`src/rtl/pulse_sched_pkg.sv`:
```
// Shared types and width helpers for the pulse scheduler and its arbiter.
package pulse_sched_pkg;

  typedef enum logic [1:0] {
    IDLE  = 2'd0,
    ISSUE = 2'd1,
    WAIT  = 2'd2
  } state_e;

  // Index width that stays legal for a single requester.
  function automatic int idx_w(input int n);
    return (n > 1) ? $clog2(n) : 1;
  endfunction

  // Wait counter must hold the larger of GAP and TMO.
  function automatic int cnt_w(input int gap, input int tmo);
    int m;
    m = (gap > tmo) ? gap : tmo;
    return (m > 1) ? $clog2(m + 1) : 1;
  endfunction

endpackage

```
`src/rtl/pulse_sched_rr_arbiter.sv`:
```
// Round-robin pick among pending bits, searching upward from ptr with wraparound.
module rr_arbiter
  import pulse_sched_pkg::*;
#(
  parameter int NREQ = 4,
  parameter int IW   = idx_w(NREQ)
) (
  input  logic [NREQ-1:0] pend,
  input  logic [IW-1:0]   ptr,
  output logic [NREQ-1:0] grant,
  output logic [IW-1:0]   idx,
  output logic            valid
);

  int c;

  always_comb begin
    grant = '0;
    idx   = '0;
    valid = 1'b0;
    c     = 0;
    for (int off = 0; off < NREQ; off++) begin
      c = int'(ptr) + off;
      if (c >= NREQ) c = c - NREQ;
      if (!valid && pend[c]) begin
        valid    = 1'b1;
        idx      = IW'(c);
        grant[c] = 1'b1;
      end
    end
  end

endmodule

```
`src/rtl/pulse_sched.sv`:
```
// Serialises event requests from NREQ sources onto one shared pulse synchronizer,
// spacing pulses by a fixed gap or by the destination's acknowledge.
module pulse_sched
  import pulse_sched_pkg::*;
#(
  parameter int NREQ     = 4,
  parameter int GAP      = 6,
  parameter int ACK_MODE = 0,
  parameter int TMO      = 64,
  parameter int OVF_W    = 8,
  parameter int IW       = idx_w(NREQ)
) (
  input  logic             clk,
  input  logic             rst_n,
  input  logic [NREQ-1:0]  req_i,
  input  logic             ack_i,
  input  logic             clr_i,
  output logic             pulse_o,
  output logic [IW-1:0]    id_o,
  output logic             busy_o,
  output logic [NREQ-1:0]  pend_o,
  output logic [OVF_W-1:0] ovf_cnt_o,
  output logic             err_o,
  output state_e           state_o
);

  localparam int CW = cnt_w(GAP, TMO);
  localparam int SW = OVF_W + IW + 1;
  localparam logic [OVF_W-1:0] OVF_MAX = '1;

  state_e            state_q, state_d;
  logic [NREQ-1:0]   pend_q, pend_d, clr_mask, ovf_bits, grant;
  logic [IW-1:0]     ptr_q, gidx;
  logic [CW-1:0]     cnt_q, cnt_d;
  logic [SW-1:0]     pop, sum;
  logic [OVF_W-1:0]  ovf_d;
  logic              gvalid, issue, timeout, err_d;

  rr_arbiter #(.NREQ(NREQ), .IW(IW)) u_arb (
    .pend  (pend_q),
    .ptr   (ptr_q),
    .grant (grant),
    .idx   (gidx),
    .valid (gvalid)
  );

  always_comb begin
    state_d = state_q;
    issue   = 1'b0;
    timeout = 1'b0;
    case (state_q)
      IDLE: begin
        if (gvalid) begin
          state_d = ISSUE;
          issue   = 1'b1;
        end
      end
      ISSUE: state_d = WAIT;
      WAIT: begin
        if (ACK_MODE == 0) begin
          if (cnt_q == CW'(GAP - 1)) state_d = IDLE;
        end else if (ack_i) begin
          state_d = IDLE;
        end else if (cnt_q == CW'(TMO - 1)) begin
          state_d = IDLE;
          timeout = 1'b1;
        end
      end
      default: state_d = IDLE;
    endcase
  end

  // A request landing on the bit being granted refills it rather than overflowing.
  always_comb begin
    clr_mask = issue ? grant : '0;
    ovf_bits = req_i & pend_q & ~clr_mask;
    pend_d   = (pend_q & ~clr_mask) | req_i;
    cnt_d    = (state_q == WAIT) ? cnt_q + CW'(1) : '0;
    pop      = '0;
    for (int i = 0; i < NREQ; i++) pop = pop + SW'(ovf_bits[i]);
    sum      = SW'(ovf_cnt_o) + pop;
    ovf_d    = (sum > SW'(OVF_MAX)) ? OVF_MAX : sum[OVF_W-1:0];
    err_d    = err_o | timeout;
    if (clr_i) begin
      ovf_d = '0;
      err_d = 1'b0;
    end
  end

  always_ff @(posedge clk or negedge rst_n) begin
    if (!rst_n) begin
      state_q   <= IDLE;
      pend_q    <= '0;
      ptr_q     <= '0;
      cnt_q     <= '0;
      pulse_o   <= 1'b0;
      id_o      <= '0;
      busy_o    <= 1'b0;
      ovf_cnt_o <= '0;
      err_o     <= 1'b0;
    end else begin
      state_q   <= state_d;
      pend_q    <= pend_d;
      cnt_q     <= cnt_d;
      pulse_o   <= issue;
      busy_o    <= (state_d != IDLE);
      ovf_cnt_o <= ovf_d;
      err_o     <= err_d;
      if (issue) begin
        id_o  <= gidx;
        ptr_q <= (gidx == IW'(NREQ - 1)) ? '0 : gidx + IW'(1);
      end
    end
  end

  assign pend_o  = pend_q;
  assign state_o = state_q;

endmodule
```
`config.mk`:
```
export PLATFORM = sky130hd
export DESIGN_NAME = pulse_sched
export DESIGN_NICKNAME = d
export VERILOG_FILES = /design/src/rtl/pulse_sched_pkg.sv /design/src/rtl/pulse_sched_rr_arbiter.sv /design/src/rtl/pulse_sched.sv
export SDC_FILE = /design/constraint.sdc
export NUM_CORES = 1
export LEC_CHECK = 0
export CAP_MARGIN = 10
export CORE_AREA = 2 2 74 55
export CTS_BUF_LIST = sky130_fd_sc_hd__clkbuf_8 sky130_fd_sc_hd__clkbuf_16
export CTS_CLUSTER_SIZE = 25
export DETAILED_ROUTE_END_ITERATION = 8
export DIE_AREA = 0 0 76 57
export PLACE_DENSITY = 0.79
export SYNTH_ARGS = -nofsm -noshare
export SYNTH_HDL_FRONTEND = slang
export SYNTH_HIERARCHICAL = 1
export SYNTH_SLANG_ARGS = --single-unit
```
`constraint.sdc`:
```
create_clock -name clk -period 8.1 [get_ports clk]
set_input_delay 2.43 -clock clk [delete_from_list [all_inputs] [get_ports clk]]
set_output_delay 2.43 -clock clk [all_outputs]
set_load 0.01 [all_outputs]
```
* Word level (Yosys, flattened, before mapping)
Index checks and enable logic that the tools add are counted.
** Storage, ports and cells
- Output and inout port bits :: 19
- Logic and storage cells :: 106
- Memory bits (read-only) :: 0
- Latch bits :: 0
- Bits in registers :: 28
- RAM bits :: 0
- Memories :: 0
- Input port bits :: 8
** Operators by class
- Add/sub/neg operators :: 13
- Bitwise gates (word level) :: 8
- Multiplexer cells :: 47
- Div/mod/pow operators :: 0
- Multipliers :: 0
- Eq/ne operators :: 4
- Reduce and logical (&&, ||, !) cells :: 12
- Shift-type cells :: 0
- $lt $le $gt $ge :: 13
** Operators with widths (count)
- greater-or-equal comparator 32 x 1 -> 1 bit, second input constant :: 4
- < comparator 32 x 4 -> 1 bit, second input constant :: 4
- 2-to-1 mux 32 bit :: 4
- greater-or-equal comparator 32 x 4 -> 1 bit, second input constant :: 3
- subtractor 32 x 4 -> 32 bit, second input constant :: 3
- 2-to-1 mux 4 bit :: 5
- 2-to-1 mux 1 bit :: 19
- 2-to-1 mux 8 bit :: 2
- OR 4 bit :: 4
- 2-to-1 mux 2 bit :: 7
- AND 4 bit :: 3
- adder 8 x 4 -> 9 bit :: 1
- > comparator 9 x 8 -> 1 bit, second input constant :: 1
- binary-select mux 1 bit (select 2 bit) :: 4
- demux 1 bit (select 2 bit) :: 4
- adder 7 x 1 -> 7 bit, second input constant :: 1
- equality test 7 x 3 -> 1 bit, second input constant :: 1
- logical AND 1 bit :: 7
- 2-to-1 mux 7 bit :: 1
- adder 2 x 2 -> 3 bit, second input constant :: 2
- one-hot mux 2 bit (3 select lines) :: 1
- adder 3 x 1 -> 4 bit :: 1
- equality test 2 bit, second input constant :: 2
- NOT 4 bit :: 1
- 10 further kinds :: 12

* Logic depth before layout (Yosys ltp)
Gate-level depths: netlist of run 1.
- Word-level depth :: 27
- Mapped depth :: 18
- Mapped depth without buffers :: 15

* Modules after synthesis
Netlist of run 1, hierarchy kept.
** By module, submodules not included
- pulse_sched :: area each 1276.2 µm², instances 1, cells each 115, sequential area each 675.6 µm²
- rr_arbiter :: area each 460.4 µm², instances 1, cells each 48, sequential area each 0.0 µm²

* Worst setup path before layout of run 1
No wires, ideal clock.
- Path kind :: input to register
- Start :: input port req_i[0]
- End :: register ovf_cnt_o[5]
- Arrival :: 4154 ps
- Library setup time :: 99 ps
- Path buffers :: 1
- Required time :: 8001 ps
- Stages on the path :: 8
- Slack :: 3846 ps
- Cell sequence :: nand3_1 -> fa_1 -> fa_1 -> inv_1 -> fa_1 -> buf_2 -> a31oi_1 -> a311oi_1
** On the way
- Longest elaborated chain between the ends :: 9
** RTL lines
- from (decl) :: RTL line pulse_sched.sv:15 : input logic [NREQ-1:0] req_i,
- AND 4 bit (*) (2 in a row) :: RTL line pulse_sched.sv:76 : ovf_bits = req_i & pend_q & ~clr_mask;
- adder 1 x 1 -> 2 bit (*) :: RTL line pulse_sched.sv:80 : for (int i = 0; i < NREQ; i++) pop = pop + SW'(ovf_bits[i]);
- adder 2 x 1 -> 3 bit (*) :: RTL line pulse_sched.sv:80
- adder 3 x 1 -> 4 bit (*) :: RTL line pulse_sched.sv:80
- adder 8 x 4 -> 9 bit (*) :: RTL line pulse_sched.sv:81 : sum = SW'(ovf_cnt_o) + pop;
- > comparator 9 x 8 -> 1 bit :: RTL line pulse_sched.sv:82 : ovf_d = (sum > SW'(OVF_MAX)) ? OVF_MAX : sum[OVF_W-1:0];
- 2-to-1 mux 8 bit (*) :: RTL line pulse_sched.sv:82
- 2-to-1 mux 8 bit (*) :: RTL line pulse_sched.sv:84 : if (clr_i) begin
- via ovf_d[5] :: RTL line pulse_sched.sv:36 : logic [OVF_W-1:0] ovf_d;
- to (signal assigned) :: RTL line pulse_sched.sv:107 : ovf_cnt_o <= ovf_d;
- to (decl) :: RTL line pulse_sched.sv:22 : output logic [OVF_W-1:0] ovf_cnt_o,
Mark *: on every way through the listed nets, which the timed path passes. The rest lies on a longest branch.
A chain may end at the register's enable or synchronous reset.

* Final worst setup path of run 1
Same ends and word-level chain as after synthesis.

==> results of run 1 <==
-- power groups by stage --
stage               Clock (mW)  Sequential (mW)  Combinational [mW]
finish                  0.0717            0.236               0.403
global route            0.0791            0.245               0.450
CTS                     0.0746            0.236               0.403
detailed placement           0            0.238               0.400
global placement             0            0.236               0.391
floorplan                    0            0.234               0.287
-- cells in the mapped netlist, types with 2 or more instances --
master	count	area share, %
sky130_fd_sc_hd__xor2_1	3	1.5
sky130_fd_sc_hd__o21ai_0	8	2.3
sky130_fd_sc_hd__nor3_1	2	0.58
sky130_fd_sc_hd__fa_1	3	3.5
sky130_fd_sc_hd__nand2_1	9	1.9
sky130_fd_sc_hd__buf_6	2	1.3
sky130_fd_sc_hd__a22oi_1	8	3.5
sky130_fd_sc_hd__mux4_1	3	4.5
sky130_fd_sc_hd__mux2_2	6	3.9
sky130_fd_sc_hd__inv_1	11	2.4
sky130_fd_sc_hd__and3_1	2	0.72
sky130_fd_sc_hd__a31oi_1	3	1.1
sky130_fd_sc_hd__xnor2_1	3	1.5
sky130_fd_sc_hd__nor4_1	2	0.72
sky130_fd_sc_hd__a311oi_1	3	1.5
sky130_fd_sc_hd__ha_1	12	8.6
sky130_fd_sc_hd__nor2_1	14	3.0
sky130_fd_sc_hd__nand3_1	9	2.6
sky130_fd_sc_hd__dfrtp_1	27	39
sky130_fd_sc_hd__a21oi_1	6	1.7
sky130_fd_sc_hd__a21o_1	4	1.7
-- routing by layer --
| metal | GRT usage, % | vias to the layer above | wire length (um) |
|---|---|---|---|
| met4 | 2.60 | 0 | 10 |
| met5 | 0 | - | 0 |
| met2 | 24.0 | 32 | 1380 |
| met3 | 3.32 | 2 | 138 |
| li1 | - | 630 | - |
| met1 | 23.9 | 622 | 1640 |
-- cells by family after synthesis --
group | share of synthesized area [%]
muxes | 10.3
and+or+nand+nor | 16.9
buffers and inverters | 4.83
AOI/OAI and AO/OA | 13.8
xor gates and xnor gates | 3.03
other | 0.216
DFF | 38.9
adders and majority gates | 12.1
-- how the worst max path moves through the flow --
stage                     slack (ns)                endpoint
final                           3.48  ovf_cnt_o[5]$_DFF_PN0_
after global routing            3.16  ovf_cnt_o[5]$_DFF_PN0_
after CTS                       3.49  ovf_cnt_o[5]$_DFF_PN0_
after detailed placement        3.20  ovf_cnt_o[5]$_DFF_PN0_
after global placement          3.22  ovf_cnt_o[5]$_DFF_PN0_
after floorplan                 3.85  ovf_cnt_o[5]$_DFF_PN0_
-- sequential cells by signal, indices dropped and copies added (netlist names) --
name	count
id_o	2
ovf_cnt_o	8
state_o	2
ptr_q	2
pend_o	4
cnt_q	7
pulse_o	1
busy_o	1
-- cell type report --
type,count,area [um^2]
fill,310,1630
multi-input combinational,119,977
sequential,27,676
timing repair buffer,25,248
tap,52,65.1
clock buffer,3,41.3
inverter,11,41.3
clock inverter,1,3.75
-- worst max-delay path, delay by kind of cell --
family	cells	cell delay, ns
fa+ha+maj	3	1.30
buf+inv	2	0.56
compound gates	2	0.40
simple gates	1	0.10
-- metrics by stage --
step | setup WS, ns | hold WS (ns) | cell area, um^2
floorplan | 3.85 | 0.453 | 1740
global placement | 3.22 | 0.478 | 2010
detailed placement | 3.20 | 0.486 | 2010
CTS | 3.49 | 0.514 | 2050
global route | 3.16 | 0.519 | 2050
finish | 3.48 | 0.508 | 2050
==> run summary, run 1 <==
The flow ran to the end, and the final reports show no timing, DRC or antenna violations. For the finished layout, the period the worst path requires is 4.62 ns. After clock tree synthesis, the clock-pin slew on the worst setup and hold paths is ~0.080 ns. The async set-reset flop share out of synthesis came out at between 90% and 100%. In this design, the critical path's most frequently occurring cell is sky130_fd_sc_hd__fa_1. The pin count of the biggest net entering global routing is 28.

Power comes to 0.710 mW. The number of buffer cells added on primary ports is 24. The sequential share of the synthesized area came out at between 30% and 40%. The number of buffers created by CTS is 3. The max capacitance violation total came out at 0. The total detailed-routing wirelength came out at around 3.2 mm. The number of antenna violations at the first check in global routing is 0. In the layout the commonest cells are sky130_fd_sc_hd__dfrtp_1 (27), sky130_fd_sc_hd__clkdlybuf4s50_1 (24), sky130_fd_sc_hd__nor2_1 (14).

The placeable core area came out at 3680 um^2. The cell depth of the worst flop-to-flop path came out at 14. Tracing the worst setup path back leads to its startpoint at req_i[0].

The first global-routing pass estimated 5.53 mm of wire. The number of design-rule violations left by the first detailed-router iteration is 42. The via count of the first global-routing pass is around 1.2k. The number of antenna diodes in the final layout is 0. The average instance area after synthesis is 10.7 um^2. Cells fill a little under three fifths of the core in the end.

The CTS tree is yes. The number of failing hold endpoints at the final stage came out at 0. The fraction of the cycle the final worst path needs came out at around 57%. The detailed-route wire length per cell is 13.3 um. The number of buffers between clock root and the deepest sink came out at 2. The worst register-to-register path ends at ovf_cnt_o[5]$_DFF_PN0_. The total of hold buffers inserted after clock tree synthesis is 0. The largest stage delay on the critical path is 0.50 ns. From synthesis to final layout, the design area changed by 18.2%.

The startpoint of the worst register-to-register path is ptr_q[0]$_DFFE_PN0N_. The number of instances resized during post-cts repair is 0. The worst setup path is launched from an input port. Leaving out fill and tap cells, the most frequent cell in the layout is sky130_fd_sc_hd__dfrtp_1. Setup violations remaining at the end of the flow were counted as 0. The DRC violation count after routing is 0.

Routability-driven placement finished with a final weighted congestion of between 0.9 and 1. The overall via count from detail_route came out at about 1.3k. Dividing the detail-routed via count by the number of cells gives between 5 and 6. Static timing analysis puts the maximum clock frequency at roughly 0.22 GHz. In this run the post-CTS setup repair buffer count came out at 0. The total negative slack is 0 ns. The die footprint is approximately 4300 um^2. In this run the vertical extent of the chip is ~57 um. The number of H-tree branching levels is 1. The worst slew margin relative to its limit came out at 62.1%. The finished layout holds about 240 standard cells, fillers aside. The proportion of power drawn by combinational gates came out at 56.7%. The transition time at the pin with the least slew margin is between 0.5 and 0.6 ns. Walking the worst path, the cells encountered are clkdlybuf4s50_1, nand3_1, fa_1, fa_1, inv_1, fa_1, a31oi_1, a311oi_1. The floorplan row count came out at 19.

Measured along the x axis, the die boundary spans 76 um. The relative contribution of the clock network to total power came out at between 10% and 20%. Of the cells placed in the final design, the portion with a size suffix greater than 1 is between 10% and 20%. The internal power of the cells came out at around 0.41 mW.

The total standard cell area after synthesis came out at roughly 1700 um^2. Of all nets on the critical path, the largest fanout is 9. The switching power came out at around 0.30 mW.

The largest individual stage delay along the critical path comes from the cell sky130_fd_sc_hd__fa_1. Before antenna repair, the detailed router went through 5 iterations. The count of cells along the worst hold path came out at 1.

The minimum setup slack among reg-to-reg paths is about 3.5 ns. The tree built by TritonCTS fans out to 27 sinks. The later-pin clock latency in the skew report came out at 0.27 ns. The register bit total from synthesis is 27. Clock skew on the completed layout was measured at approximately 0.0034 ns.

The post-DP HPWL came out at about 2.4 mm. The endpoint required time on the critical path is approximately 8.3 ns. The post-layout net count is 210. The remaining global-route overflow came out at 0.

The setup path with the least slack is of type in2reg. Including well taps, the total number of placed cells is about 230. Counting distinct cell types in the post-synthesis netlist gives 44. In this run, synthesis inferred 0 flip-flops with an integrated enable. The cell at the root of the clock tree is sky130_fd_sc_hd__clkbuf_8. For this design the ratio of total power to cell area is ~350 nW/um^2. VDD sags by at most around 0.25 mV. The capturing element type of the critical path is a flop. STA puts the critical path data arrival time at around 4.8 ns. The count of synthesis-stage warnings from yosys is 6. The count of pins over their slew limit came out at 0. Counting every net in the synthesized netlist gives roughly 190.

In this run the static leakage power is around 0.86 nW. The path with the worst hold slack has its endpoint at cnt_q[0]$_DFF_PN0_. The startpoint identified for the worst hold timing path is cnt_q[0]$_DFF_PN0_.

The switching fraction of total power is approximately 42%. In the synthesized netlist the dominant register cell turns out to be sky130_fd_sc_hd__dfrtp_1. In this run, flip-flops and latches consume about a third of the power. Synthesis produced 163 cells. The global-route usage over all layers is between 15 and 20%. The initial core utilization is a little under half. 27 I/O pins were placed. The min-delay analysis places its worst path in the category reg2reg. Setup repair after global routing left no endpoint under its margin. In this run the remaining antenna-violating nets after routing total 0.
(Power assumes the default switching activity.)
==> run 2: changes to the inputs <==
==> constraint.sdc (replaced) <==
create_clock -name clk -period 4.8 [get_ports clk]
set_input_delay 1.44 -clock clk [delete_from_list [all_inputs] [get_ports clk]]
set_output_delay 1.44 -clock clk [all_outputs]
set_load 0.01 [all_outputs]
==> run 2 against run 1 <==
Net effect: worst hold slack got worse by 0.012 ns; core utilization up 0.20 points; cell area grew 0.37%; combinational power grew 76%; largest cell class unchanged; critical path type is now reg2reg; setup slack lost 3.1 ns; final cell count increased by 0.42%; largest power group unchanged.
==> run summary, run 2 (same netlist as run 1, synthesis figures left out) <==
The fraction of the cycle the final worst path needs came out at between 90% and 100%. The chip height is 57 um (unchanged). The average vias per placed instance came out at 5.46 (was 5.40). The end-of-flow core utilization came out at 55.9% (was 55.7%). The total I/O pin count is 27 (unchanged). The chip width came to 76 um (unchanged). The post-DP HPWL came out at 2.40 mm (was 2.37 mm).

The total of hold buffers inserted after clock tree synthesis is 0 (unchanged). The startpoint class of the critical path was a flop (was input port). The number of setup violations in the final report came out at 0 (unchanged). The relative contribution of the clock network to total power came out at 10.0% (was 10.1%). The layout cell share with drive strength beyond 1 was 10.7% (was 10.2%).

The max capacitance violation total is 0 (unchanged). The number of instances resized during post-cts repair is 0 (unchanged). The internal power of the cells came out at 0.699 mW (was 0.410 mW). The power consumption came to 1.21 mW (was 0.710 mW). RSZ-0062 raised after global routing: false (unchanged). The initial core utilization came out at 47.1% (unchanged). The number of antenna violations at the first check in global routing came to 0 (unchanged). The floorplan row count is 19 (unchanged). The placeable core area was 3680 um^2 (unchanged). The commonest non-fill, non-tap cell in the layout was sky130_fd_sc_hd__dfrtp_1 (unchanged). The first-pass GRT wire length came out at 5.62 mm (was 5.53 mm). The proportion of power drawn by combinational gates is 58.7% (was 56.7%). The critical path arrival was 4.55 ns (was 4.79 ns). The classification of the worst-slack hold path is reg2reg (unchanged). The endpoint required time on the critical path came out at 4.97 ns (was 8.27 ns). The remaining number of nets flagged by the antenna check after routing came out at 0 (unchanged). The total placed cells including tap cells is 235 (was 234). The remaining global-route overflow was 0 (unchanged). The switching fraction of total power came out at 42.2% (was 42.3%).

The later-pin clock latency in the skew report is 0.26 ns (was 0.27 ns). The number of optimization iterations in the first detailed-route pass is 5 (unchanged). The buffer and inverter count on the worst path is 2 (unchanged). The overall via count from detail_route was 1304 (was 1286).

The via count of the first global-routing pass is 1151 (was 1195). The pin count of the biggest net entering global routing is 28 (unchanged). The category of the most critical setup path is reg2reg (was in2reg). The fmax came out at about 0.23 GHz. The count of pins over their slew limit is 0 (unchanged). The register with the highest flop count is ovf_cnt_o (unchanged). The total negative slack came out at 0 ns (unchanged). The startpoint of the worst register-to-register path is ptr_q[1]$_DFFE_PN0N_ (was ptr_q[0]$_DFFE_PN0N_). The total number of clock tree sinks is 27 (unchanged). The total setup buffers inserted after CTS came out at 0 (unchanged).

The global placer's final weighted congestion is 0.843 (was 0.901). The DRC violation count after routing is 0 (unchanged). Sequence of cells on the critical path: inv_1, ha_1, mux4_2, nor3_1, nand2b_1, nor3b_4, nand2_1, nand3_1, fa_1, fa_1, inv_1, fa_1, a31oi_1, a311oi_1 (was clkdlybuf4s50_1, nand3_1, fa_1, fa_1, inv_1, fa_1, a31oi_1, a311oi_1).

The cell at the root of the clock tree is sky130_fd_sc_hd__clkbuf_8 (unchanged). The area overhead of the layout relative to synthesis is 18.6% (was 18.2%). The power density over the cells is 586 nW/um^2 (was 346 nW/um^2). The detailed-route wire length per cell is 13.5 um (was 13.3 um).

The reported leakage power was 0.864 nW (was 0.859 nW). The startpoint of the most critical hold path is cnt_q[0]$_DFF_PN0_ (unchanged). The worst vdd rail ir drop is 0.290 mV (was 0.252 mV). The number of failing hold endpoints at the final stage came out at 0 (unchanged).

The filler cell count in the final layout came to 328 (was 310). The largest stage delay on the critical path came out at 0.56 ns (was 0.50 ns). The number of buffers between clock root and the deepest sink is 2 (unchanged). The total detailed-routing wirelength is 3.22 mm (was 3.17 mm). Most frequent cells in the layout: sky130_fd_sc_hd__dfrtp_1 (27), sky130_fd_sc_hd__clkdlybuf4s50_1 (24), sky130_fd_sc_hd__nor2_1 (14) (unchanged). The slowest library cell on the worst path was sky130_fd_sc_hd__dfrtp_1 (was sky130_fd_sc_hd__fa_1). The number of design-rule violations left by the first detailed-router iteration is 107 (was 42). The capturing element type of the critical path is a flop (unchanged). The number of flip-flops in the largest register is 8 (unchanged). The CTS tree was yes (unchanged). The worst setup path startpoint is ptr_q[1]$_DFFE_PN0N_ (was req_i[0]).

The number of non-filler instances in the completed layout is 239 (was 238). The final clock skew is 0.00241 ns (was 0.00340 ns). The cell type with the highest occurrence count on the critical path is sky130_fd_sc_hd__fa_1 (unchanged). The die footprint is 4330 um^2 (unchanged). The post-layout net count is 211 (was 210).

The number of H-tree branching levels is 1 (unchanged). The global-route usage over all layers is 16.1% (was 15.7%). The number of buffer cells added on primary ports came to 24 (unchanged).

The kind of cell with the highest combined delay on the critical path is adder cells (unchanged). The diode insertion count for antenna repair came out at 0 (unchanged). The switching power is 0.509 mW (was 0.300 mW). The maximum fanout encountered on the critical timing path is 11 (was 9). Outcome: complete, no violations (unchanged).

The clock transition at the registers of the reported paths was 0.08 ns (about the same). The share of total power in sequential cells is 31.3% (was 33.2%). The number of buffers created by CTS was 3 (unchanged). The final critical delay including setup and external delays is around 4.4 ns.
run 2: cell count changes in the layout (fill, tap and decap cells not counted), sizes merged:
cell and change:
buf +1
run 2: path summary, 6_finish.rpt:
check	endpoint	slack, ns	depth (start not counted)
worst max register to register	ovf_cnt_o[5]$_DFF_PN0_	0.42	14
max in group asynchronous	pend_o[3]$_DFF_PN0_	3.01	2
worst min-delay path	cnt_q[0]$_DFF_PN0_	0.50	1
min in group asynchronous	id_o[0]$_DFFE_PN0N_	1.54	2
worst min register to register	cnt_q[0]$_DFF_PN0_	0.50	1
worst max-delay path	ovf_cnt_o[5]$_DFF_PN0_	0.42	14
run 2: area by class of cell:
cell class                      count  area, um^2  share of cell area, %
Multi-Input combinational cell    119         977                   47.4
Sequential cell                    27         676                   32.8
Timing Repair Buffer               26         255                   12.4
Tap cell                           52        65.1                   3.16
Clock buffer                        3        41.3                   2.00
Inverter                           11        41.3                   2.00
Clock inverter                      1        3.75                  0.182
run 2: per-stage QoR:
stage / hold slack [ns] / instance area (um^2) / worst slack [ns]
final: 0.496 / 2060 / 0.421
after detailed placement: 0.496 / 2010 / 0.431
after global placement: 0.476 / 2010 / 0.551
after CTS: 0.507 / 2060 / 0.431
after floorplan: 0.453 / 1740 / 0.930
after global routing: 0.513 / 2060 / 0.0584
run 2: metal layers:
metal / wire length, um / global-route usage, % / up-vias
met2: 1390 / 24.2 / 54
met1: 1550 / 25.0 / 612
met4: 7 / 1.56 / 0
li1: - / - / 636
met3: 263 / 3.64 / 2
met5: 0 / 0 / -
run 2: power by group through the flow:
stage                     Combinational [mW]  Clock (mW)  Sequential (mW)
after floorplan                        0.484           0            0.395
after global placement                 0.686           0            0.379
after detailed placement               0.703           0            0.384
after CTS                              0.708       0.127            0.380
after global routing                   0.789       0.135            0.393
final                                  0.709       0.121            0.378
==> run 3: changes to the inputs <==
--- a/config.mk
+++ b/config.mk
@@ -5,13 +5,15 @@
 export SDC_FILE = /design/constraint.sdc
 export NUM_CORES = 1
 export LEC_CHECK = 0
+export ABC_AREA = 1
 export CAP_MARGIN = 10
-export CORE_AREA = 2 2 74 55
+export CORE_AREA = 2 2 75 56
 export CTS_BUF_LIST = sky130_fd_sc_hd__clkbuf_8 sky130_fd_sc_hd__clkbuf_16
 export CTS_CLUSTER_SIZE = 25
 export DETAILED_ROUTE_END_ITERATION = 8
-export DIE_AREA = 0 0 76 57
+export DIE_AREA = 0 0 77 58
 export PLACE_DENSITY = 0.79
+export SLEW_MARGIN = 20
 export SYNTH_ARGS = -nofsm -noshare
 export SYNTH_HDL_FRONTEND = slang
 export SYNTH_HIERARCHICAL = 1
==> run 3 against run 2 <==
Net effect: sequential share of layout area down 1.2 points; largest power group unchanged; core utilization rose by 1.1 points; setup slack gained 0.082 ns; largest cell class unchanged.
==> run summary, run 3 <==
The number of antenna violations at the first check in global routing is 0 (unchanged). The total negative slack came out at 0 ns (unchanged). The number of setup violations in the final report came out at 0 (unchanged). The capturing element type of the critical path is a flop (unchanged). The gate count of the mapped netlist is 222 (was 163).

The share of total power in sequential cells is 29.2% (was 31.3%). The overall via count from detail_route is 1529 (was 1304). The async set-reset flop share out of synthesis was 100% (unchanged). The cell depth of the worst flop-to-flop path came to 21 (was 14). The power consumption came out at 1.30 mW (was 1.21 mW). The layout cell share with drive strength beyond 1 came out at 9.64% (was 10.7%).

The reported leakage power came out at 1.03 nW (was 0.864 nW). The number of buffers between clock root and the deepest sink came out at 2 (unchanged). The startpoint of the most critical hold path was cnt_q[0]$_DFF_PN0_ (unchanged). The total placed cells including tap cells came out at 297 (was 235). The worst hold slack was 0.497 ns (was 0.496 ns). The clock transition at the registers of the reported paths came to 0.09 ns (was 0.08 ns). The end of the worst register-to-register path is ovf_cnt_o[3]$_DFF_PN0_ (was ovf_cnt_o[5]$_DFF_PN0_). The power density over the cells is 608 nW/um^2 (was 586 nW/um^2). The cell at the root of the clock tree is sky130_fd_sc_hd__clkbuf_8 (unchanged). The combinational family with the most area after synthesis was simple AND/OR/NAND/NOR gates (unchanged).

The buffer and inverter count on the worst path came out at 5 (was 2). The synthesized netlist net count came out at 245 (was 186). The distinct cell type count of the synthesized netlist is 29 (was 44). The sequential cell area is 676 um^2 (unchanged). The total number of clock tree sinks came out at 27 (unchanged). The count of cells along the worst hold path came out at 1 (unchanged). The post-synthesis share of cell area spent on and, or, nand and nor gates is 31.3% (was 16.9%).

The maximum fanout encountered on the critical timing path came out at 13 (was 11). The number of non-filler instances in the completed layout came to 301 (was 239). The area overhead of the layout relative to synthesis was 18.8% (was 18.6%). The startpoint class of the critical path is a flop (unchanged). The fraction of the cycle the final worst path needs was 89.5% (was 91.2%). The filler cell count in the final layout is 375 (was 328).

The relative contribution of the clock network to total power is 9.7% (was 10.0%). The detailed-route wire length per cell is 12.0 um (was 13.5 um). The number of H-tree branching levels was 1 (unchanged). The count of pins over their slew limit came out at 0 (unchanged).

The max capacitance violation total is 0 (unchanged). The post-layout net count came out at 273 (was 211). The proportion of power drawn by combinational gates is 61.1% (was 58.7%). The slowest library cell on the worst path is sky130_fd_sc_hd__dfrtp_1 (unchanged). The final critical delay including setup and external delays came to 4.30 ns (was 4.38 ns). The later-pin clock latency in the skew report came to 0.27 ns (was 0.26 ns). The hold path endpoint is cnt_q[0]$_DFF_PN0_ (unchanged).

The total detailed-routing wirelength is 3.60 mm (was 3.22 mm). The kind of cell with the highest combined delay on the critical path is adder cells (unchanged). The cell area after placement came out at 2090 um^2 (was 2010 um^2). The global placer's final weighted congestion came out at 0.946 (was 0.843). The cell count along the critical path is 21 (was 14).

The remaining number of nets flagged by the antenna check after routing came out at 0 (unchanged). The register bit total from synthesis came out at 27 (unchanged). Sequence of cells on the critical path: inv_2, ha_1, inv_1, nand2_1, nand2_1, nor2_4, nand4_1, nand3_4, inv_2, nand2_1, nand2_1, inv_1, nand2_1, fa_1, fa_1, inv_1, fa_1, nand2_2, nor2_4, nand3_4, a31oi_2 (was inv_1, ha_1, mux4_2, nor3_1, nand2b_1, nor3b_4, nand2_1, nand3_1, fa_1, fa_1, inv_1, fa_1, a31oi_1, a311oi_1). The commonest non-fill, non-tap cell in the layout was sky130_fd_sc_hd__nand2_1 (was sky130_fd_sc_hd__dfrtp_1).

The initial core utilization was 47.9% (was 47.1%). The count of synthesis-stage warnings from yosys is 6 (unchanged). The post-DP HPWL was 2.70 mm (was 2.40 mm). The die footprint is 4470 um^2 (was 4330 um^2).

The critical path arrival came to 4.49 ns (was 4.55 ns). The share of Yosys cell area claimed by the top area cell type was 37.5% (was 38.9%). The total of hold buffers inserted after clock tree synthesis came out at 0 (unchanged). The register with the highest flop count is ovf_cnt_o (unchanged).

The cell type with the highest occurrence count on the critical path is sky130_fd_sc_hd__nand2_1 (was sky130_fd_sc_hd__fa_1). The via count of the first global-routing pass came to 1319 (was 1151). The classification of the worst-slack hold path is reg2reg (unchanged). The minimum setup slack among reg-to-reg paths came out at 0.50 ns (was 0.42 ns). The total standard cell area after synthesis is 1800 um^2 (was 1740 um^2).

The number of design-rule violations left by the first detailed-router iteration came out at 158 (was 107). The average instance area after synthesis was 8.11 um^2 (was 10.7 um^2). The summed area of non-filler cells in the final layout is 2140 um^2 (was 2060 um^2). The startpoint of the worst register-to-register path is ptr_q[0]$_DFFE_PN0N_ (was ptr_q[1]$_DFFE_PN0N_).

The global-route usage over all layers is 17.7% (was 16.1%). The chip width came out at 77 um (was 76 um). The switching power came out at 0.628 mW (was 0.509 mW). The number of flip-flops in the largest register is 8 (unchanged).

The xor-xnor portion of the synthesized cell area came to 1.46% (was 3.03%). Post-synth top cells: sky130_fd_sc_hd__nand2_1 (45), sky130_fd_sc_hd__inv_1 (28), sky130_fd_sc_hd__dfrtp_1 (27), sky130_fd_sc_hd__nand3_1 (25) (was sky130_fd_sc_hd__dfrtp_1 (27), sky130_fd_sc_hd__nor2_1 (14), sky130_fd_sc_hd__ha_1 (12), sky130_fd_sc_hd__inv_1 (11)). Most frequent cells in the layout: sky130_fd_sc_hd__nand2_1 (45), sky130_fd_sc_hd__inv_1 (29), sky130_fd_sc_hd__dfrtp_1 (27) (was sky130_fd_sc_hd__dfrtp_1 (27), sky130_fd_sc_hd__clkdlybuf4s50_1 (24), sky130_fd_sc_hd__nor2_1 (14)). The first-pass GRT wire length was 6.25 mm (was 5.62 mm).

The CTS tree is yes (unchanged). The total setup buffers inserted after CTS came out at 0 (unchanged). The chip height came out at 58 um (was 57 um). The most instantiated library cell after synthesis is sky130_fd_sc_hd__nand2_1 (was sky130_fd_sc_hd__dfrtp_1). The complex-gate fraction of the synthesized area came out at 10.1% (was 13.8%).

Ranking of synthesized cells by area: sky130_fd_sc_hd__dfrtp_1 (38%), sky130_fd_sc_hd__nand2_1 (9.4%), sky130_fd_sc_hd__ha_1 (8.3%) (was sky130_fd_sc_hd__dfrtp_1 (39%), sky130_fd_sc_hd__ha_1 (8.6%), sky130_fd_sc_hd__mux4_1 (4.5%)). The number of failing hold endpoints at the final stage is 0 (unchanged). The pin count of the biggest net entering global routing is 28 (unchanged). The placeable core area came out at 3760 um^2 (was 3680 um^2). The floorplan row count is 19 (unchanged). The largest stage delay on the critical path came out at 0.60 ns (was 0.56 ns). The worst vdd rail ir drop is 0.348 mV (was 0.290 mV). The final clock skew came out at 0.00228 ns (was 0.00241 ns). Outcome: complete, no violations (unchanged). The number of instances resized during post-cts repair is 0 (unchanged). The count of flip-flops with a built-in enable after synthesis was 0 (unchanged). The endpoint required time on the critical path was 4.99 ns (was 4.97 ns).

The average vias per placed instance came out at 5.08 (was 5.46). The internal power of the cells is 0.672 mW (was 0.699 mW). The multiplexer share of the synthesized area came to 0% (was 10.3%). The number of buffer cells added on primary ports is 24 (unchanged). The multi-input combinational cell area is 986 um^2 (was 977 um^2).

The sequential share of the synthesized area came to 37.5% (was 38.9%). The cell taking the most area after synthesis is sky130_fd_sc_hd__dfrtp_1 (unchanged). The diode insertion count for antenna repair came out at 0 (unchanged). The most used flip-flop cell after synthesis is sky130_fd_sc_hd__dfrtp_1 (unchanged). The number of optimization iterations in the first detailed-route pass was 4 (was 5). The fmax came to 0.233 GHz (was 0.228 GHz). The total I/O pin count was 27 (unchanged).

The switching fraction of total power is 48.3% (was 42.2%). RSZ-0062 raised after global routing: false (unchanged). The DRC violation count after routing is 0 (unchanged).

The category of the most critical setup path is reg2reg (unchanged). The number of buffers created by CTS came out at 3 (unchanged). The remaining global-route overflow is 0 (unchanged). The share of synthesized cell area in full adder, half adder and majority cells is 11.7% (was 12.1%).
==> run 3: cell count changes after synthesis, sizes merged, moves of 6 or more <==
cell | previous run | this run
nand3 | 9 | 30
a21oi | 6 | 14
nand4 | 0 | 9
mux2 | 6 | 0
a22oi | 8 | 0
inv | 11 | 32
nand2 | 10 | 53
==> run 3: layer usage <==
metal | share of wire (%) | GRT usage (%)
met1 | 50 | 26.1
met2 | 44 | 27.4
met3 | 5.1 | 3.74
met4 | 0.75 | 3.57
met5 | 0 | 0
==> run 3: cells by family (layout without fill, tap and decap cells) <==
group	after synthesis	in the layout
AO/OA/AOI/OAI	30	30
XOR/XNOR	3	3
adder cells (fa/ha/maj)	15	15
buffers and inverters	34	61
flip-flops	27	27
other	1	1
AND/OR/NAND/NOR	112	112
==> run 3: worst max-delay path by stage <==
stage,end,from
after floorplan,ovf_cnt_o[3]$_DFF_PN0_,ptr_q[0]$_DFFE_PN0N_
after global placement,ovf_cnt_o[0]$_DFF_PN0_,ptr_q[0]$_DFFE_PN0N_
after detailed placement,ovf_cnt_o[1]$_DFF_PN0_,ptr_q[0]$_DFFE_PN0N_
after CTS,ovf_cnt_o[4]$_DFF_PN0_,ptr_q[0]$_DFFE_PN0N_
after global routing,ovf_cnt_o[1]$_DFF_PN0_,ptr_q[0]$_DFFE_PN0N_
final,ovf_cnt_o[3]$_DFF_PN0_,ptr_q[0]$_DFFE_PN0N_
==> run 3: worst reg2reg max path, stage by stage, from the launching register on <==
cell and delay, ns:
sky130_fd_sc_hd__dfrtp_1 0.60, sky130_fd_sc_hd__inv_2 0.21, sky130_fd_sc_hd__ha_1 0.42, sky130_fd_sc_hd__inv_1 0.10, sky130_fd_sc_hd__nand2_1 0.07, sky130_fd_sc_hd__nand2_1 0.07, sky130_fd_sc_hd__nor2_4 0.24, sky130_fd_sc_hd__nand4_1 0.20
sky130_fd_sc_hd__nand3_4 0.18, sky130_fd_sc_hd__inv_2 0.10, sky130_fd_sc_hd__nand2_1 0.07, sky130_fd_sc_hd__nand2_1 0.05, sky130_fd_sc_hd__inv_1 0.06, sky130_fd_sc_hd__nand2_1 0.06, sky130_fd_sc_hd__fa_1 0.46, sky130_fd_sc_hd__fa_1 0.42
sky130_fd_sc_hd__inv_1 0.11, sky130_fd_sc_hd__fa_1 0.23, sky130_fd_sc_hd__nand2_2 0.09, sky130_fd_sc_hd__nor2_4 0.17, sky130_fd_sc_hd__nand3_4 0.13, sky130_fd_sc_hd__a31oi_2 0.18
==> run 3: power groups by stage <==
stage | registers, mW | logic, mW | clock network (mW)
floorplan | 0.388 | 0.553 | 0
global placement | 0.383 | 0.767 | 0
detailed placement | 0.385 | 0.786 | 0
CTS | 0.381 | 0.792 | 0.132
global route | 0.394 | 0.904 | 0.144
finish | 0.380 | 0.794 | 0.126
==> run 3: through the flow <==
step,setup WS [ns],utilization (%)
global placement,0.571,55.8
global route,0.0905,57.0
detailed placement,0.490,55.8
finish,0.502,57.0
floorplan,1.03,-
CTS,0.491,57.0
==> run 3: layout make-up <==
type,instances,area share (%)
clock buffers,3,1.93
clock inverters,1,0.175
inverters,32,5.61
multi-input cells,161,46.1
flip-flops and latches,27,31.6
well taps,52,3.04
repair buffers,25,11.6
==> RTL change 1: new RTL, settings of run 3 <==
Change the parameter `GAP` from 6 to 5.
--- a/src/rtl/pulse_sched.sv
+++ b/src/rtl/pulse_sched.sv
@@ -4,7 +4,7 @@
   import pulse_sched_pkg::*;
 #(
   parameter int NREQ     = 4,
-  parameter int GAP      = 6,
+  parameter int GAP      = 5,
   parameter int ACK_MODE = 0,
   parameter int TMO      = 64,
   parameter int OVF_W    = 8,
Behaviour: not the same (Yosys sat finds a counterexample within 10 cycles, from zero or initial values and one cycle with rst_n low).
==> RTL change 1 against run 3 <==
  * Final cell count shrank 0.33%
  * Clock skew rose by 0.0010 ns
  * Sequential cell count did not move
  * Fmax rose by 5.1%
  * Power is essentially flat
  * Worst setup slack better by 0.21 ns
  * Cell area is 1.1% lower
  * Non-clock buffer count up 1
  * Area after synthesis fell by 1.7%
  * Routed wire length is 5.7% lower
  * Sequential power down 4%
  * Combinational power increased by 2%
  * Die area unchanged
  * Highest routed layer is now met3
==> RTL change 1: results (changes against run 3) <==
| Metric | Value |
|---|---|
| Syn avg cell area | `8.04 sq um (was 8.11 sq um)` |
| R2R Setup Slk | `0.71 ns (was 0.50 ns)` |
| Clock Skews | `0.00329 ns (was 0.00228 ns)` |
| Worst Hold End | `cnt_q[0] (unchanged)` |
| Gr usage total | `0.167 (was 0.177)` |
| First-pass GRT wire length | `6.18 mm (was 6.25 mm)` |
| Post-DP Area | `0.00207 sq mm (was 0.00209 sq mm)` |
| DPL Wire Length | `2.65 mm (was 2.70 mm)` |
| Post-Route WL | `3.39 mm (was 3.60 mm)` |
| Leakage | `0.00105 uW (was 0.00103 uW)` |
| Fraction of layout cells with a size suffix above 1 | `0.0968 (was 0.0964)` |
| Post-Syn Nets | `243 (was 245)` |
| Internal | `681 uW (was 672 uW)` |
| # nets final | `272 (was 273)` |
| R2r endpoint | `ovf_cnt_o[6] (was ovf_cnt_o[3])` |
| Peak Freq | `245 MHz (was 233 MHz)` |
| Final GP Congestion | `1.00 (was 0.946)` |
| Register area share after synthesis | `0.382 (was 0.375)` |
| Worst r2r src | `ptr_q[1] (was ptr_q[0])` |
| Outcome | `completed (unchanged)` |
| Worst Setup EP | `ovf_cnt_o[6] (was ovf_cnt_o[3])` |
| Drt via density | `5.04 (was 5.08)` |
| Peak supply drop | `0.354 mV (was 0.348 mV)` |
| Synth area leaders | `dfrtp_1, nand2_1, ha_1 (unchanged)` |
| FILL cells | `356 (was 375)` |
| Total placed cells including tap cells | `296 (was 297)` |
| Library cells used by synthesis | `30 (was 29)` |
| CP Data Arrival Time | `4.24 ns (was 4.49 ns)` |
| Post-synth top cells | `nand2_1, dfrtp_1, inv_1, nand3_1, a21oi_1 (was nand2_1, inv_1, dfrtp_1, nand3_1)` |
| Non-filler cells, final | `300 (was 301)` |
| Worst hold margin | `0.490 ns (was 0.497 ns)` |
RTL change 1: layer usage:
| layer | wire [microns] | share of wire | global-route usage | vias to the layer above |
|---|---|---|---|---|
| met5 | 0 | 0 | 0 | - |
| met4 | 0 | 0 | 0.00765 | 0 |
| met3 | 155 | 0.046 | 0.0327 | 0 |
| met2 | 1430 | 0.42 | 0.261 | 36 |
| met1 | 1810 | 0.53 | 0.258 | 694 |
| li1 | - | - | - | 781 |
RTL change 1: worst max-delay path: stages, from the launching register on:
cell and delay, ns:
dfrtp_1 0.51, inv_1 0.21, ha_1 0.40, inv_1 0.10, nand2_1 0.07, nand2_1 0.07
nor2_4 0.23, nand4_1 0.20, nand3_4 0.17, inv_2 0.09, nand2_1 0.09, nand3_1 0.09
fa_1 0.49, fa_1 0.42, inv_1 0.10, fa_1 0.21, nand2_1 0.09, inv_2 0.10
nand2_1 0.09, nor3_1 0.14, nor3_1 0.07
RTL change 1: cell type report:
| class | instances | share of cell area |
|---|---|---|
| clock buffers | 3 | 0.0195 |
| repair buffers | 26 | 0.121 |
| clock inverters | 1 | 0.00177 |
| well taps | 52 | 0.0308 |
| flip-flops and latches | 27 | 0.319 |
| inverters | 32 | 0.0568 |
| multi-input cells | 159 | 0.451 |
RTL change 1: kinds of logic (layout without fill, tap and decap cells):
family	Yosys count	after routing	share of synthesized area
AOI/OAI and AO/OA	32	32	0.107
xor gates and xnor gates	1	1	0.00495
adders and majority gates	15	15	0.119
buffers and inverters	34	62	0.0785
DFF	27	27	0.382
other	1	1	0.00212
and+or+nand+nor	110	110	0.307
RTL change 1: power by group through the flow:
stage               Combinational [uW]  Sequential, uW  Clock (uW)
finish                             812             364         125
global route                       923             379         137
CTS                                812             366         127
detailed placement                 806             370           0
global placement                   789             369           0
floorplan                          555             387           0
==> RTL change 2: new RTL, flow settings as in run 3 <==
Without the edit above. Reset style: synchronous (`rst_n`), changed in one clocked block.
--- a/src/rtl/pulse_sched.sv
+++ b/src/rtl/pulse_sched.sv
@@ -87,7 +87,7 @@
     end
   end
 
-  always_ff @(posedge clk or negedge rst_n) begin
+  always_ff @(posedge clk) begin
     if (!rst_n) begin
       state_q   <= IDLE;
       pend_q    <= '0;
Formal check against the unedited RTL: differs if rst_n is asserted again (counterexample within 4 cycles, from zero or initial values and one cycle with rst_n low); with rst_n held inactive, the same outputs for 10 cycles.
==> RTL change 2 against run 3 <==
  * Clock skew up 0.0042 ns
  * Die area unchanged
  * Sequential cell count unchanged
  * Area after synthesis down 6.5%
  * Cell area down 5.3%
  * Routed wire length down 1.6%
  * Count of clock-buffer cells in the layout unchanged
  * Clock power up 4%
  * Synthesized cell count up 3.6%
  * Worst setup slack better by 0.12 ns
  * Power down 27%
  * Largest cell class unchanged
  * Largest power group unchanged
==> RTL change 2: results (changes against run 3) <==
| Metric | Value |
|---|---|
| Outcome | `completed (unchanged)` |
| DPL Wire Length | `2.67 mm (was 2.70 mm)` |
| Clk root buf | `clkbuf_8 (unchanged)` |
| Later-pin clock latency in the skew report | `0.27 ns (about the same)` |
| Largest net degree at the start of global routing | `17 (was 28)` |
| Adder-Cell Fraction of Synth Area | `0.125 (was 0.117)` |
| Worst r2r src | `ptr_q[1] (was ptr_q[0])` |
| CP Data Arrival Time | `4.34 ns (was 4.49 ns)` |
| R2R Setup Slk | `0.63 ns (was 0.50 ns)` |
| WL per Instance | `11.5 microns (was 12.0 microns)` |
| # nets final | `281 (was 273)` |
| Synth async-reset ratio | `0 (was 1.00)` |
| 1st-iter DRT viols | `160 (was 158)` |
| Gr usage total | `0.158 (was 0.177)` |
| Dpl ws | `0.649 ns (was 0.490 ns)` |
| Fraction of layout cells with a size suffix above 1 | `0.0895 (was 0.0964)` |
| Worst Hold End | `cnt_q[5] (was cnt_q[0])` |
| Post-Syn Nets | `253 (was 245)` |
| First-pass iteration count of the detailed router | `5 (was 4)` |
| R2r endpoint | `ovf_cnt_o[6] (was ovf_cnt_o[3])` |
| Peak supply drop | `0.291 mV (was 0.348 mV)` |
| Max FO, Critical Path | `13 (unchanged)` |
| First-pass GRT wire length | `5.81 mm (was 6.25 mm)` |
| Drt via density | `5.11 (was 5.08)` |
| Post-CTS setup buffer count | `0 (unchanged)` |
| Synth Area in Compound Gates | `0.103 (was 0.101)` |
| Leakage | `0.000887 uW (was 0.00103 uW)` |
| Library cells used by synthesis | `26 (was 29)` |
| R2R depth | `20 (was 21)` |
| Register area share after synthesis | `0.321 (was 0.375)` |
| Clock Skews | `0.00646 ns (was 0.00228 ns)` |
| Post-synth top cells | `nand2_1, nand3_1, dfxtp_1, inv_1, nor2_1 (was nand2_1, inv_1, dfrtp_1, nand3_1)` |
| Sw Share | `0.457 (was 0.483)` |
| CTS buffer count | `3 (unchanged)` |
| CTS max path bufs | `2 (unchanged)` |
| Vias in the first global route | `1356 (was 1319)` |
| Worst hold-check path type | `reg -> reg (unchanged)` |
| Min-delay src | `cnt_q[5] (was cnt_q[0])` |
| Xor and xnor area share after synthesis | `0.0104 (was 0.0146)` |
| Synth area leaders | `dfxtp_1, nand2_1, ha_1 (was dfrtp_1, nand2_1, ha_1)` |
| Final GP Congestion | `0.922 (was 0.946)` |
==> RTL change 2: through the flow <==
step / area [sq um] / hold WS (ns) / std cells
floorplan: 1680 / 0.422 / 230
global placement: 1980 / 0.438 / 305
detailed placement: 1980 / 0.440 / 305
CTS: 2030 / 0.454 / 309
global route: 2030 / 0.479 / 309
finish: 2030 / 0.453 / 309
==> RTL change 2: layout make-up <==
cell class | count | area (sq um)
Clock buffer | 3 | 41.3
Multi-Input combinational cell | 170 | 1010
Clock inverter | 1 | 7.51
Inverter | 31 | 116
Fill cell | 384 | 1730
Tap cell | 52 | 65.1
Timing Repair Buffer | 25 | 248
Sequential cell | 27 | 541
==> RTL change 2: kinds of logic after synthesis <==
kind of cell / Yosys count
XOR/XNOR: 2
other: 1
adder cells (fa/ha/maj): 15
AND/OR/NAND/NOR: 120
flip-flops: 27
AO/OA/AOI/OAI: 32
buffers and inverters: 33
==> RTL change 2: power groups by stage <==
stage	clock network, uW	logic [uW]	registers [uW]
final	131	528	294
after global routing	146	600	299
after CTS	139	525	294
after detailed placement	0	520	300
after global placement	0	513	298
after floorplan	0	367	314
==> RTL change 2: worst max-delay path by stage <==
stage	slack (ns)	endpoint	depth (start not counted)	from
6_report	0.63	ovf_cnt_o[6]	20	ptr_q[1]
5_1_grt	0.27	ovf_cnt_o[6]	20	ptr_q[1]
4_1_cts	0.64	ovf_cnt_o[6]	20	ptr_q[1]
3_5_place_dp	0.65	ovf_cnt_o[6]	20	ptr_q[1]
3_3_place_gp	0.73	ovf_cnt_o[6]	20	ptr_q[1]
2_1_floorplan	1.11	ovf_cnt_o[6]	21	ptr_q[0]
==> RTL change 2: routing by layer <==
| layer | part of all wire | wire [microns] | track usage | up-vias |
|---|---|---|---|---|
| li1 | - | - | - | 811 |
| met1 | 0.47 | 1650 | 0.209 | 717 |
| met2 | 0.46 | 1640 | 0.268 | 44 |
| met3 | 0.056 | 199 | 0.0327 | 6 |
| met4 | 0.016 | 57 | 0.0459 | 0 |
| met5 | 0 | 0 | 0 | - |
==> RTL change 2: worst max-delay path, stage by stage (launching register included) <==
cell and delay [ns]:
dfxtp_1 0.50, inv_1 0.22, ha_1 0.40, inv_1 0.10, nand2_1 0.07, nand2_1 0.08
nor2_4 0.23, nand4_1 0.19, nand3_2 0.18, inv_2 0.10, nand2_1 0.10, nand3_1 0.11
fa_1 0.50, fa_1 0.42, inv_1 0.12, fa_1 0.21, nand2_1 0.07, inv_1 0.14
nand2_1 0.10, nor3_1 0.15, nor3_1 0.07
